<file path="src/rtl/reg_bus_arbiter_if.sv">
// Bundle of the requester-side and register-bus-side signals around the arbiter.
// master: the arbiter's view. It drives grants, completions and the register bus.
// slave: the environment's view. Requesters and the addressed register slave drive it.
interface reg_bus_arbiter_if #(
   parameter int address_width = 15,
   parameter int data_width    = 16,
   parameter int NUM_REQ       = 2
);
   // requester side, packed per requester i at [i*width +: width]
   logic [NUM_REQ-1:0]               req;
   logic [NUM_REQ-1:0]               rd_wr;
   logic [NUM_REQ*address_width-1:0] addr;
   logic [NUM_REQ*data_width-1:0]    wdata;
   logic [NUM_REQ-1:0]               gnt;
   logic [NUM_REQ-1:0]               done;
   logic [data_width-1:0]            rdata;
   logic                             err;
   // register bus side
   logic                             bus_valid;
   logic [address_width-1:0]         bus_addr;
   logic [data_width-1:0]            bus_data;
   logic                             bus_rd_wr;
   logic [data_width-1:0]            bus_rdata;
   logic                             bus_ack;

   modport master (
      input  req, rd_wr, addr, wdata, bus_rdata, bus_ack,
      output gnt, done, rdata, err, bus_valid, bus_addr, bus_data, bus_rd_wr
   );

   modport slave (
      output req, rd_wr, addr, wdata, bus_rdata, bus_ack,
      input  gnt, done, rdata, err, bus_valid, bus_addr, bus_data, bus_rd_wr
   );
endinterface

</file>
<file path="src/rtl/reg_bus_arbiter.sv">
// Round-robin arbiter sharing one register bus among NUM_REQ masters, one transaction at a time.
// Latency: grant and bus_valid one cycle after req in IDLE; done one cycle after ack or timeout (min 3 cycles/txn).
// Backpressure: requesters hold req until done; a slave that never acks is released after TIMEOUT_CYCLES with err.
// Ports: clk_i, reset_n_i (async active-low) and rb (master modport): req/rd_wr/addr/wdata in,
//   gnt/done/rdata/err out per requester; bus_valid/bus_addr/bus_data/bus_rd_wr out, bus_rdata/bus_ack in.
module reg_bus_arbiter #(
   parameter int address_width  = 15,
   parameter int data_width     = 16,
   parameter int NUM_REQ        = 2,
   parameter int TIMEOUT_CYCLES = 64
) (
   input  logic              clk_i,
   input  logic              reset_n_i,
   reg_bus_arbiter_if.master rb
);
   localparam int IW = (NUM_REQ > 1) ? $clog2(NUM_REQ) : 1;
   localparam int CW = $clog2(TIMEOUT_CYCLES);

   localparam logic [1:0] S_IDLE = 2'd0;
   localparam logic [1:0] S_BUS  = 2'd1;
   localparam logic [1:0] S_RESP = 2'd2;

   logic [1:0]               state;
   logic [IW-1:0]            rr_ptr;
   logic [CW-1:0]            tmo_cnt;
   logic [NUM_REQ-1:0]       gnt_q;
   logic [NUM_REQ-1:0]       done_q;
   logic [data_width-1:0]    rdata_q;
   logic                     err_q;
   logic                     valid_q;
   logic [address_width-1:0] addr_q;
   logic [data_width-1:0]    data_q;
   logic                     rd_wr_q;

   logic [IW-1:0]            cand;
   logic [IW-1:0]            win_idx;
   logic                     win_vld;
   logic [IW-1:0]            next_ptr;

   function automatic logic [IW-1:0] wrap_add(input logic [IW-1:0] base, input int off);
      int sum;
      sum = int'(base) + off;
      if (sum >= NUM_REQ) sum = sum - NUM_REQ;
      return sum[IW-1:0];
   endfunction

   // Walk offsets from the highest down so the candidate closest to rr_ptr
   // is the last one written and therefore wins.
   always_comb begin
      cand    = '0;
      win_idx = '0;
      win_vld = 1'b0;
      for (int k = NUM_REQ - 1; k >= 0; k--) begin
         cand = wrap_add(rr_ptr, k);
         if (rb.req[cand]) begin
            win_vld = 1'b1;
            win_idx = cand;
         end
      end
      next_ptr = (win_idx == IW'(NUM_REQ - 1)) ? '0 : win_idx + 1'b1;
   end

   always_ff @(posedge clk_i or negedge reset_n_i) begin
      if (!reset_n_i) begin
         state   <= S_IDLE;
         rr_ptr  <= '0;
         tmo_cnt <= '0;
         gnt_q   <= '0;
         done_q  <= '0;
         rdata_q <= '0;
         err_q   <= 1'b0;
         valid_q <= 1'b0;
         addr_q  <= '0;
         data_q  <= '0;
         rd_wr_q <= 1'b0;
      end else begin
         done_q <= '0;
         case (state)
            S_IDLE: begin
               if (win_vld) begin
                  gnt_q   <= NUM_REQ'(1) << win_idx;
                  addr_q  <= rb.addr[win_idx*address_width +: address_width];
                  data_q  <= rb.wdata[win_idx*data_width +: data_width];
                  rd_wr_q <= rb.rd_wr[win_idx];
                  valid_q <= 1'b1;
                  tmo_cnt <= '0;
                  rr_ptr  <= next_ptr;
                  state   <= S_BUS;
               end
            end
            S_BUS: begin
               // ack is checked first so an ack on the last timeout cycle still succeeds
               if (rb.bus_ack) begin
                  rdata_q <= rd_wr_q ? '0 : rb.bus_rdata;
                  err_q   <= 1'b0;
                  valid_q <= 1'b0;
                  done_q  <= gnt_q;
                  state   <= S_RESP;
               end else if (tmo_cnt == CW'(TIMEOUT_CYCLES - 1)) begin
                  rdata_q <= '0;
                  err_q   <= 1'b1;
                  valid_q <= 1'b0;
                  done_q  <= gnt_q;
                  state   <= S_RESP;
               end else begin
                  tmo_cnt <= tmo_cnt + 1'b1;
               end
            end
            S_RESP: begin
               gnt_q <= '0;
               state <= S_IDLE;
            end
            default: state <= S_IDLE;
         endcase
      end
   end

   assign rb.gnt       = gnt_q;
   assign rb.done      = done_q;
   assign rb.rdata     = rdata_q;
   assign rb.err       = err_q;
   assign rb.bus_valid = valid_q;
   assign rb.bus_addr  = addr_q;
   assign rb.bus_data  = data_q;
   assign rb.bus_rd_wr = rd_wr_q;
endmodule

</file>
<file path="src/flat_wrapper.sv">
// flat-port wrapper written by rule: the top's interface ports become plain ports
module reg_bus_arbiter_flat 
#(
   parameter int address_width  = 15,
   parameter int data_width     = 16,
   parameter int NUM_REQ        = 2,
   parameter int TIMEOUT_CYCLES = 64
)
  (clk_i, reset_n_i, rb_req, rb_rd_wr, rb_addr, rb_wdata, rb_bus_rdata, rb_bus_ack, rb_gnt, rb_done, rb_rdata, rb_err, rb_bus_valid, rb_bus_addr, rb_bus_data, rb_bus_rd_wr);
  reg_bus_arbiter_if #(.address_width(address_width), .data_width(data_width), .NUM_REQ(NUM_REQ)) rb_i ();
  input  logic clk_i;
  input  logic reset_n_i;
  input wire logic [$bits(rb_i.req)-1:0] rb_req;
  input wire logic [$bits(rb_i.rd_wr)-1:0] rb_rd_wr;
  input wire logic [$bits(rb_i.addr)-1:0] rb_addr;
  input wire logic [$bits(rb_i.wdata)-1:0] rb_wdata;
  input wire logic [$bits(rb_i.bus_rdata)-1:0] rb_bus_rdata;
  input wire logic [$bits(rb_i.bus_ack)-1:0] rb_bus_ack;
  output wire logic [$bits(rb_i.gnt)-1:0] rb_gnt;
  output wire logic [$bits(rb_i.done)-1:0] rb_done;
  output wire logic [$bits(rb_i.rdata)-1:0] rb_rdata;
  output wire logic [$bits(rb_i.err)-1:0] rb_err;
  output wire logic [$bits(rb_i.bus_valid)-1:0] rb_bus_valid;
  output wire logic [$bits(rb_i.bus_addr)-1:0] rb_bus_addr;
  output wire logic [$bits(rb_i.bus_data)-1:0] rb_bus_data;
  output wire logic [$bits(rb_i.bus_rd_wr)-1:0] rb_bus_rd_wr;
  assign rb_i.req = rb_req;
  assign rb_i.rd_wr = rb_rd_wr;
  assign rb_i.addr = rb_addr;
  assign rb_i.wdata = rb_wdata;
  assign rb_i.bus_rdata = rb_bus_rdata;
  assign rb_i.bus_ack = rb_bus_ack;
  assign rb_gnt = rb_i.gnt;
  assign rb_done = rb_i.done;
  assign rb_rdata = rb_i.rdata;
  assign rb_err = rb_i.err;
  assign rb_bus_valid = rb_i.bus_valid;
  assign rb_bus_addr = rb_i.bus_addr;
  assign rb_bus_data = rb_i.bus_data;
  assign rb_bus_rd_wr = rb_i.bus_rd_wr;
  reg_bus_arbiter #(.address_width(address_width), .data_width(data_width), .NUM_REQ(NUM_REQ), .TIMEOUT_CYCLES(TIMEOUT_CYCLES)) u_core (.clk_i(clk_i), .reset_n_i(reset_n_i), .rb(rb_i));
endmodule
</file>
<file path="config.mk">
export PLATFORM = sky130hd
export DESIGN_NAME = reg_bus_arbiter_flat
export DESIGN_NICKNAME = d
export VERILOG_FILES = /design/src/rtl/reg_bus_arbiter_if.sv /design/src/rtl/reg_bus_arbiter.sv /design/src/flat_wrapper.sv
export SDC_FILE = /design/constraint.sdc
export NUM_CORES = 1
export LEC_CHECK = 0
export BUFFER_PORTS_ARGS = -buffer_cell sky130_fd_sc_hd__buf_2
export CAP_MARGIN = 0
export CORE_ASPECT_RATIO = 1.5
export CORE_MARGIN = 2
export CORE_UTILIZATION = 35
export DETAILED_ROUTE_END_ITERATION = 16
export SLEW_MARGIN = 10
export SYNTH_ARGS = -nofsm -noshare
export SYNTH_HDL_FRONTEND = slang
export SYNTH_SLANG_ARGS = --single-unit
export TNS_END_PERCENT = 10
</file>
<file path="constraint.sdc">
create_clock -name clk_i -period 2 [get_ports clk_i]
set_input_delay 0.3 -clock clk_i [delete_from_list [all_inputs] [get_ports clk_i]]
set_output_delay 0.3 -clock clk_i [all_outputs]
set_load 0.01 [all_outputs]
</file>
Word-level counts from Yosys, hierarchy flattened:

Cells that the tools add are included.

* bits of input ports: 85
* flip-flop bits (word level): 63
* ROM bits: 0
* output and inout bits: 54
* RAM bits: 0
* logic and storage cells: 77
* memories: 0
* bits in latches: 0

* mux-type cells: 35
* eq/ne operators: 7
* multiply operators: 1
* bitwise operators: 0
* shifts and indexed selects: 3
* magnitude comparators: 5
* add/subtract/negate cells: 5
* reductions and logical operators: 10
* div/mod/pow operators: 0

Operator list (number)
* two-way mux 16 bit: 3
* indexed part select 32 x 6 -> 16 bit: 1
* indexed part select 30 x 6 -> 15 bit: 1
* two-way mux 1 bit: 18
* two-way mux 6 bit: 3
* two-way mux 2 bit: 7
* one-hot mux 6 bit (2 select lines): 1
* one-hot mux 2 bit (2 select lines): 2
* AND reduction 2 bit: 4
* adder 6 x 1 -> 6 bit (second input constant): 1
* equality test 6 bit (second input constant): 1
* less-than comparator 1 x 2 -> 1 bit (second input constant): 3
* nonzero test 2 bit: 3
* multiplier 1 x 4 -> 5 bit (second input constant): 1
* != test 2 bit (second input constant): 2
* AND reduction 4 bit: 1
* != test 3 x 2 -> 1 bit (second input constant): 1
* AND reduction 3 bit: 1
* adder 1 x 1 -> 2 bit (second input constant): 1
* equality test 2 x 1 -> 1 bit (second input constant): 1
* equality test 2 bit (second input constant): 1
* greater-or-equal comparator 1 x 2 -> 1 bit (second input constant): 1
* greater-or-equal comparator 2 bit (second input constant): 1
* logical NOT 2 bit: 1
* other kinds (5): 6

Logic depth before layout (Yosys ltp):

Gate-level depths: netlist of run 1.

* depth after elaboration: 10
* gate-level depth with buffers: 7
* depth with buffers taken out: 6

Worst setup path after synthesis of run 1:

OpenSTA, ideal clock, no wires.

* path kind: register to register
* start point: register u_core.tmo_cnt[0]
* end point: register u_core.rdata_q[10], in the netlist u_core.rb.rdata[10]
* setup time: 0.121 ns
* clock period less this slack: 1.686 ns
* buffers on the path: 2
* required time: 1.879 ns
* path slack: 0.314 ns
* arrival: 1.565 ns
* cell stages (with the launch flop): 8
* cells stage by stage: dfrtp_1 -> ha_1 -> and3_4 -> nand4_4 -> a21o_1 -> buf_6 -> buf_8 -> a22o_1

* cells in the longest elaborated chain, start to end: 3

RTL lines
* from (decl): RTL line reg_bus_arbiter.sv:25 `logic [CW-1:0] tmo_cnt;`
* from (signal assigned): RTL line reg_bus_arbiter.sv:106 `tmo_cnt <= tmo_cnt + 1'b1;`
* equality test 6 bit: RTL line reg_bus_arbiter.sv:99 `end else if (tmo_cnt == CW'(TIMEOUT_CYCLES - 1)) begin`
* nonzero test 2 bit (no source line)
* AND reduction 2 bit (no source line)
* to (signal assigned): RTL line reg_bus_arbiter.sv:94 `rdata_q <= rd_wr_q ? '0 : rb.bus_rdata;`
* to (decl): RTL line reg_bus_arbiter.sv:28 `logic [data_width-1:0] rdata_q;`

Every way passes these cells.
A chain may end at the register's enable or synchronous reset.

Worst setup path after layout of run 1:

* start point: register u_core.tmo_cnt[0]
* end point: register u_core.rdata_q[1], in the netlist u_core.rb.rdata[1]

The elaborated chain is that of the path after synthesis.

==> results of run 1 <==
-- metrics by stage --
stage          setup slack (ns)  area, µm²
2_1_floorplan             0.314       2650
3_3_place_gp              0.320       3450
3_5_place_dp              0.251       3450
4_1_cts                   0.241       3630
5_1_grt                   0.132       3630
6_report                  0.244       3630
-- power breakdown --
| part | total (mW) | switching (mW) | internal (mW) | leakage (nW) |
|---|---|---|---|---|
| Combinational | 2.09 | 1.17 | 0.920 | 1.12 |
| Clock | 0.934 | 0.431 | 0.502 | 0.0854 |
| Sequential | 2.19 | 0.349 | 1.84 | 0.795 |
| Total | 5.21 | 1.95 | 3.26 | 2.00 |
-- cells in the mapped netlist --
cell type | number | area, µm²
buf_2 | 12 | 60.1
nor3b_1 | 2 | 15.0
dfrtp_1 | 63 | 1580
o21ai_1 | 1 | 5.00
and3_1 | 2 | 12.5
buf_8 | 1 | 15.0
a21o_1 | 1 | 7.51
a22oi_1 | 32 | 240
a311oi_1 | 1 | 8.76
ha_1 | 1 | 12.5
inv_1 | 4 | 15.0
nor3_2 | 1 | 10.0
nor3_4 | 1 | 16.3
o21ai_0 | 2 | 10.0
and2_1 | 1 | 6.26
a21bo_2 | 1 | 10.0
nor2_1 | 10 | 37.5
buf_6 | 1 | 11.3
a41oi_1 | 1 | 8.76
clkbuf_1 | 1 | 3.75
nand4_4 | 1 | 21.3
a32o_1 | 1 | 10.0
inv_2 | 1 | 3.75
a22o_1 | 16 | 140
o21ai_2 | 1 | 8.76
a211o_1 | 1 | 8.76
a31oi_1 | 2 | 12.5
mux2i_1 | 1 | 10.0
o32a_1 | 1 | 10.0
and3_4 | 1 | 11.3
a21oi_1 | 2 | 10.0
nand2_1 | 69 | 259
a21boi_0 | 1 | 7.51
nand3_1 | 2 | 10.0
or2_1 | 2 | 12.5
o22a_1 | 1 | 8.76
nor2b_1 | 3 | 18.8
-- cells by family after synthesis --
kind of cell / count (synthesis) / synth area share, %
AO/OA/AOI/OAI: 65 / 19.2
AND/OR/NAND/NOR: 95 / 16.3
flip-flops: 63 / 59.6
buffers and inverters: 20 / 4.11
adder cells (fa/ha/maj): 1 / 0.473
multiplexers: 1 / 0.378
-- cell type report --
| cell class | count | area, µm² |
|---|---|---|
| fillers | 712 | 3650 |
| flip-flops and latches | 63 | 1580 |
| multi-input cells | 162 | 962 |
| repair buffers | 148 | 781 |
| clock buffers | 13 | 159 |
| well taps | 100 | 125 |
| inverters | 5 | 18.8 |
| clock inverters | 1 | 5.00 |
-- worst paths after layout --
path / start / end / cells past startpoint
max: u_core.tmo_cnt[0] / u_core.rb.rdata[1] / 6
min: rb_bus_rdata[5] / u_core.rb.rdata[5] / 2
max reg2reg: u_core.tmo_cnt[0] / u_core.rb.rdata[1] / 6
min reg2reg: u_core.rb.bus_data[12] / u_core.rb.bus_data[12] / 2
max in group asynchronous: reset_n_i / u_core.rb.rdata[11] / 3
min in group asynchronous: reset_n_i / u_core.rb.bus_data[15] / 3
-- critical path, delay by kind of cell, from the launching register on --
family / cells / cell delay [ns]
AO/OA/AOI/OAI: 2 / 0.45
flip-flops: 1 / 0.42
adder cells (fa/ha/maj): 1 / 0.22
AND/OR/NAND/NOR: 2 / 0.36
buffers and inverters: 1 / 0.19
-- what timing repair did --
| action | CTS | global route |
|---|---|---|
| hold buffers | 1 | 0 |
| endpoints found under the hold margin | 63 | 0 |
| setup endpoints to repair | 0 | 0 |
-- metal layers --
layer,wire [µm],global-route usage (%),vias to the layer above
met5,0,0,-
met4,195,9.52,0
met3,475,3.92,18
met2,3140,27.0,105
met1,2640,20.6,1046
li1,-,-,1153
-- state kept, by name (all words and copies together) (netlist names) --
| register | cells |
|---|---|
| u_core.rb.gnt | 2 |
| u_core.rb.err | 1 |
| u_core.rr_ptr | 1 |
| u_core.rb.bus_rd_wr | 1 |
| u_core.rb.bus_data | 16 |
| u_core.rb.done | 2 |
| u_core.rb.bus_valid | 1 |
| u_core.state | 2 |
| u_core.tmo_cnt | 6 |
| u_core.rb.rdata | 16 |
| u_core.rb.bus_addr | 15 |
==> summary.md, run 1 <==
| Metric | Value |
|---|---|
| Status | completed |
| Worst Tran Pin Value | about 0.34 ns |
| Slowest stage delay, CP | 0.42 ns |
| Share of cells above drive strength 1 | between 40% and 50% |
| Clock Latency Late Sink | 0.33 ns |
| DR pass1 iterations | 4 |
| Initial antenna violation count | 0 |
| Worst relative slew slack | 77.1% |
| Min Clock Period, post-route | 1.76 ns |
| Final Hold Viols | 0 |
| CP arrival | around 2 ns |
| Slew Limit Fails | 0 |
| Die ar. | about 8300 µm² |
| # setup viols final | 0 |
| Number of buffers created by CTS | 9 |
| Worst EP required | 2.21 ns |
| CTS Sinks | 63 |
| Clk slew on worst S/H paths | 0.06 ns |
| Dpl hpwl | between 4000 and 5000 µm |
| Warnings from Yosys | 0 |
| First DRT Iteration DRCs | 66 |
| Routed via count | approximately 2,300 |
| Post-Syn Area per Cell | 10.8 µm² |
| GPL Wtd Cong | 0.730 |
| # diodes | 0 |
| Final non-filler cell total | 492 |
| Die width | 75.0 µm |
| Final Power | between 5 and 6 mW |
| Count of cell types in the netlist | 37 |
| Worst-path maximum fanout | 18 |
| Rows | 38 |
| Crit share post-route | between 80% and 90% |
| Commonest cells after routing, fill and taps aside | buf_2 (138), nand2_1 (69), dfrtp_1 (63) |
| Clk buf depth | 2 |
| Area Overhead vs Synth | 37.1% |
| Cell area power density | 1440 nW/µm² |
| Final core utilization | 49.9% |
| Die Y | 110 µm |
| # IOs | 139 |
| Worst-path cell chain | ha_1 > and3_4 > nand4_4 > a21o_1 > buf_4 > a22o_1 |
| Inst Count DP | roughly 480 |
| Fmax | 0.570 GHz |
| DR WL/cell | 13.1 µm |
| CTS resizes | 0 |
| Root Driver | clkbuf_8 |
| Hold Crit Class | input port to flip-flop |
| Vias in the first global route | roughly 2,400 |
| Post-DRT Antenna Nets | 0 |
| Initial Util | between 30% and 40% |
| Drt total wl | about 6500 µm |
| WHS | roughly 0.19 ns |
| # nets final | approximately 480 |
| TritonCTS clock tree | done |
| Gr ovfl total | 0 |
| Slowest CP cell | dfrtp_1 |
| Post-synthesis sequential area ratio | 59.6% |
| Startpoint Class | flip-flop |
| Aggregate global-route resource usage | 17.0% |
| Core area | 7270 µm² |
| Most common cell after layout, fill and taps aside | buf_2 |
| Number of I/O port buffers | 138 |
| Synth Instances | 245 |
| Synth Cell Area | 2650 µm² |
| Leakage dissipation | 2.00 nW |
| Synthesized flop and latch total | 63 |
| First-pass GRT wire length | 11,000 µm |
| Vias/cell | 4.72 |
| Peak VDD IR | between 500 and 600 µV |
| Htree depth | 3 |
| RSZ-0062 raised after global routing | false |
| Reg2Reg Setup Slack | 0.24 ns |
| Worst clock skew | 0.00432 ns |
| Kind of end point of the critical path | flip-flop |
| Max_cap viols | 0 |
| Drt drc | 0 |
| Setup TNS | 0 ns |
| Syn_nets | 331 |
| Crit Path Category | flip-flop to flip-flop |
| Post-CTS setup buffer count | 0 |
| Pin count of the biggest net entering global routing | 64 |
No activity file was read; power rests on OpenSTA's default activity.
==> run 2: changes to the inputs <==
--- a/config.mk
+++ b/config.mk
@@ -6,11 +6,12 @@
 export NUM_CORES = 1
 export LEC_CHECK = 0
 export BUFFER_PORTS_ARGS = -buffer_cell sky130_fd_sc_hd__buf_2
-export CAP_MARGIN = 0
+export CAP_MARGIN = 30
 export CORE_ASPECT_RATIO = 1.5
 export CORE_MARGIN = 2
 export CORE_UTILIZATION = 35
 export DETAILED_ROUTE_END_ITERATION = 16
+export RECOVER_POWER = 25
 export SLEW_MARGIN = 10
 export SYNTH_ARGS = -nofsm -noshare
 export SYNTH_HDL_FRONTEND = slang
==> summary.md, run 2 (synthesis results as in run 1) <==
| Metric | Value |
|---|---|
| # IOs | 139 (unchanged) |
| Drt drc | 0 (unchanged) |
| Hold path cells | 2 (unchanged) |
| Dpl hpwl | 4820 µm (unchanged) |
| Comb pwr share | 40.1% (about the same) |
| Worst-path cell chain | ha_1 > and3_4 > nand4_4 > a21o_1 > buf_4 > a22o_1 |
| Post-DRT Antenna Nets | 0 (unchanged) |
| Switching Share | 37.3% (-0.074 points) |
| Root Driver | clkbuf_8 |
| Initial Util | 36.4% (unchanged) |
| Share of cells above drive strength 1 | 42.6% (unchanged) |
| Filler Cells Inserted | 713 (+0.14%) |
| Slowest stage delay, CP | 0.42 ns (about the same) |
| First DRT Iteration DRCs | 70 (+6.1%) |
| Clock Latency Late Sink | 0.33 ns (about the same) |
| Vias in the first global route | 2,446 (unchanged) |
| Die width | 75.0 µm (unchanged) |
| Final setup margin | 0.234 ns (-0.0101 ns) |
| TritonCTS clock tree | done |
| Register share of total power | 42.1% (about the same) |
| Pin count of the biggest net entering global routing | 64 (unchanged) |
| Vias/cell | 4.75 (+0.73%) |
| Aggregate global-route resource usage | 17.0% (unchanged) |
| Die Y | 110 µm (unchanged) |
| Place WS | 0.251 ns (unchanged) |
| Gr ovfl total | 0 (unchanged) |
| # diodes | 0 (unchanged) |
| Core area | 7270 µm² (unchanged) |
| Reg2reg path depth | 6 (unchanged) |
| Hold Crit Class | input port to flip-flop |
| Storage cell area | 1580 µm² (unchanged) |
| Clk buf depth | 2 (unchanged) |
| First-pass GRT wire length | 11,000 µm (unchanged) |
| Number of I/O port buffers | 138 (unchanged) |
| CTS resizes | 0 (unchanged) |
| Routed via count | 2,339 (+0.73%) |
| CTS Sinks | 63 (unchanged) |
| Drt total wl | 6460 µm (+0.11%) |
| Number of buffers created by CTS | 9 (unchanged) |
| Final Hold Viols | 0 (unchanged) |
| Slew Limit Fails | 0 (unchanged) |
| Internal power | 3.26 mW (about the same) |
| Clock Power Share | 17.9% (about the same) |
| Area occupied by multi-input gates | 962 µm² (unchanged) |
| Initial antenna violation count | 0 (unchanged) |
| CP arrival | 1.98 ns (about the same) |
| RSZ-0062 raised after global routing | false |
| Area Overhead vs Synth | 36.7% |
| Status | completed |
| Setup TNS | 0 ns (unchanged) |
| Most common cell after layout, fill and taps aside | buf_2 |
| GPL Wtd Cong | 0.730 (unchanged) |
| # setup viols final | 0 (unchanged) |
| Max_cap viols | 0 (unchanged) |
| # nets final | 475 (unchanged) |
| Startpoint Class | flip-flop |
| Peak VDD IR | 564 µV (about the same) |
| Worst relative slew slack | 42.0% (-35 points) |
| Min Clock Period, post-route | 1.77 ns (+0.0101 ns) |
| Rows | 38 (unchanged) |
| Leakage dissipation | 1.99 nW (-0.24%) |
| Cell area power density | 1440 nW/µm² (+0.13%) |
| Worst EP required | 2.21 ns (about the same) |
| Kind of end point of the critical path | flip-flop |
| DR pass1 iterations | 4 (unchanged) |
| Cell count along the critical path | 6 (unchanged) |
| WHS | 0.187 ns (+0.000344 ns) |
| DR WL/cell | 13.1 µm (+0.11%) |
| P_sw | 1.94 mW (-0.41%) |
| Worst-path maximum fanout | 18 (unchanged) |
| Clk slew on worst S/H paths | 0.06 ns (about the same) |
| Worst Tran Pin Value | 0.870 ns (+0.527 ns) |
| CP top delay family | compound AO/OA/AOI/OAI gates |
| Fmax | 0.566 GHz (-0.57%) |
| Slowest CP cell | dfrtp_1 |
| Die ar. | 8280 µm² (unchanged) |
| Commonest cells after routing, fill and taps aside | buf_2 (138), nand2_1 (69), dfrtp_1 (63) |
| Crit Path Category | flip-flop to flip-flop |
| Worst clock skew | 0.00433 ns (+0.0000103 ns) |
| Htree depth | 3 (unchanged) |
| Crit share post-route | 88.3% (+0.50 points) |
| CP bufs+invs | 1 (unchanged) |
run 2: changes by cell type in the layout (fill, tap and decap cells not counted), sizes merged:
| cell | previous run | this run |
|---|---|---|
| buf | 147 | 146 |
| clkbuf | 13 | 14 |
run 2: path summary, 6_finish.rpt:
check | startpoint | end | slack (ns)
max | u_core.tmo_cnt[0] | u_core.rb.rdata[1] | 0.23
min | rb_bus_rdata[5] | u_core.rb.rdata[5] | 0.19
max reg2reg | u_core.tmo_cnt[0] | u_core.rb.rdata[1] | 0.23
min reg2reg | u_core.rb.bus_addr[3] | u_core.rb.bus_addr[3] | 0.46
max in group asynchronous | reset_n_i | u_core.rb.rdata[11] | 0.70
min in group asynchronous | reset_n_i | u_core.rb.bus_data[15] | 0.71
run 2: power groups by stage:
stage          Sequential (mW)  Combinational, mW  Clock [mW]
3_5_place_dp              2.20               2.13           0
4_1_cts                   2.20               2.13       0.976
2_1_floorplan             2.40               1.04           0
5_1_grt                   2.28               2.38        1.04
3_3_place_gp              2.19               2.09           0
6_report                  2.19               2.08       0.929
run 2: layout make-up:
class                   count  area share [%]
multi-input cells         162            26.6
well taps                 100            3.46
clock buffers              13            4.40
flip-flops and latches     63            43.6
clock inverters             1           0.138
inverters                   5           0.519
repair buffers            148            21.3
run 2: timing repair:
item,in CTS,in global routing
setup buffers,0,0
setup endpoints to repair,0,0
endpoints found under the hold margin,63,0
hold buffers,1,0
run 2: through the flow:
stage                     util [%]  area (µm²)  power, mW  std cells
after global placement        47.5        3450       4.28        477
final                         49.7        3610       5.20        492
after CTS                     49.9        3630       5.30        492
after floorplan                  -        2650       3.45        245
after global routing          49.7        3610       5.69        492
after detailed placement      47.5        3450       4.34        477
run 2: layer usage:
metal / wire length [µm] / share of wire, % / track usage (%) / vias to the layer above
met2: 3200 / 50 / 27.0 / 101
met1: 2590 / 40 / 20.6 / 1069
met4: 193 / 3.0 / 9.52 / 0
met5: 0 / 0 / 0 / -
li1: - / - / - / 1151
met3: 466 / 7.2 / 3.92 / 18
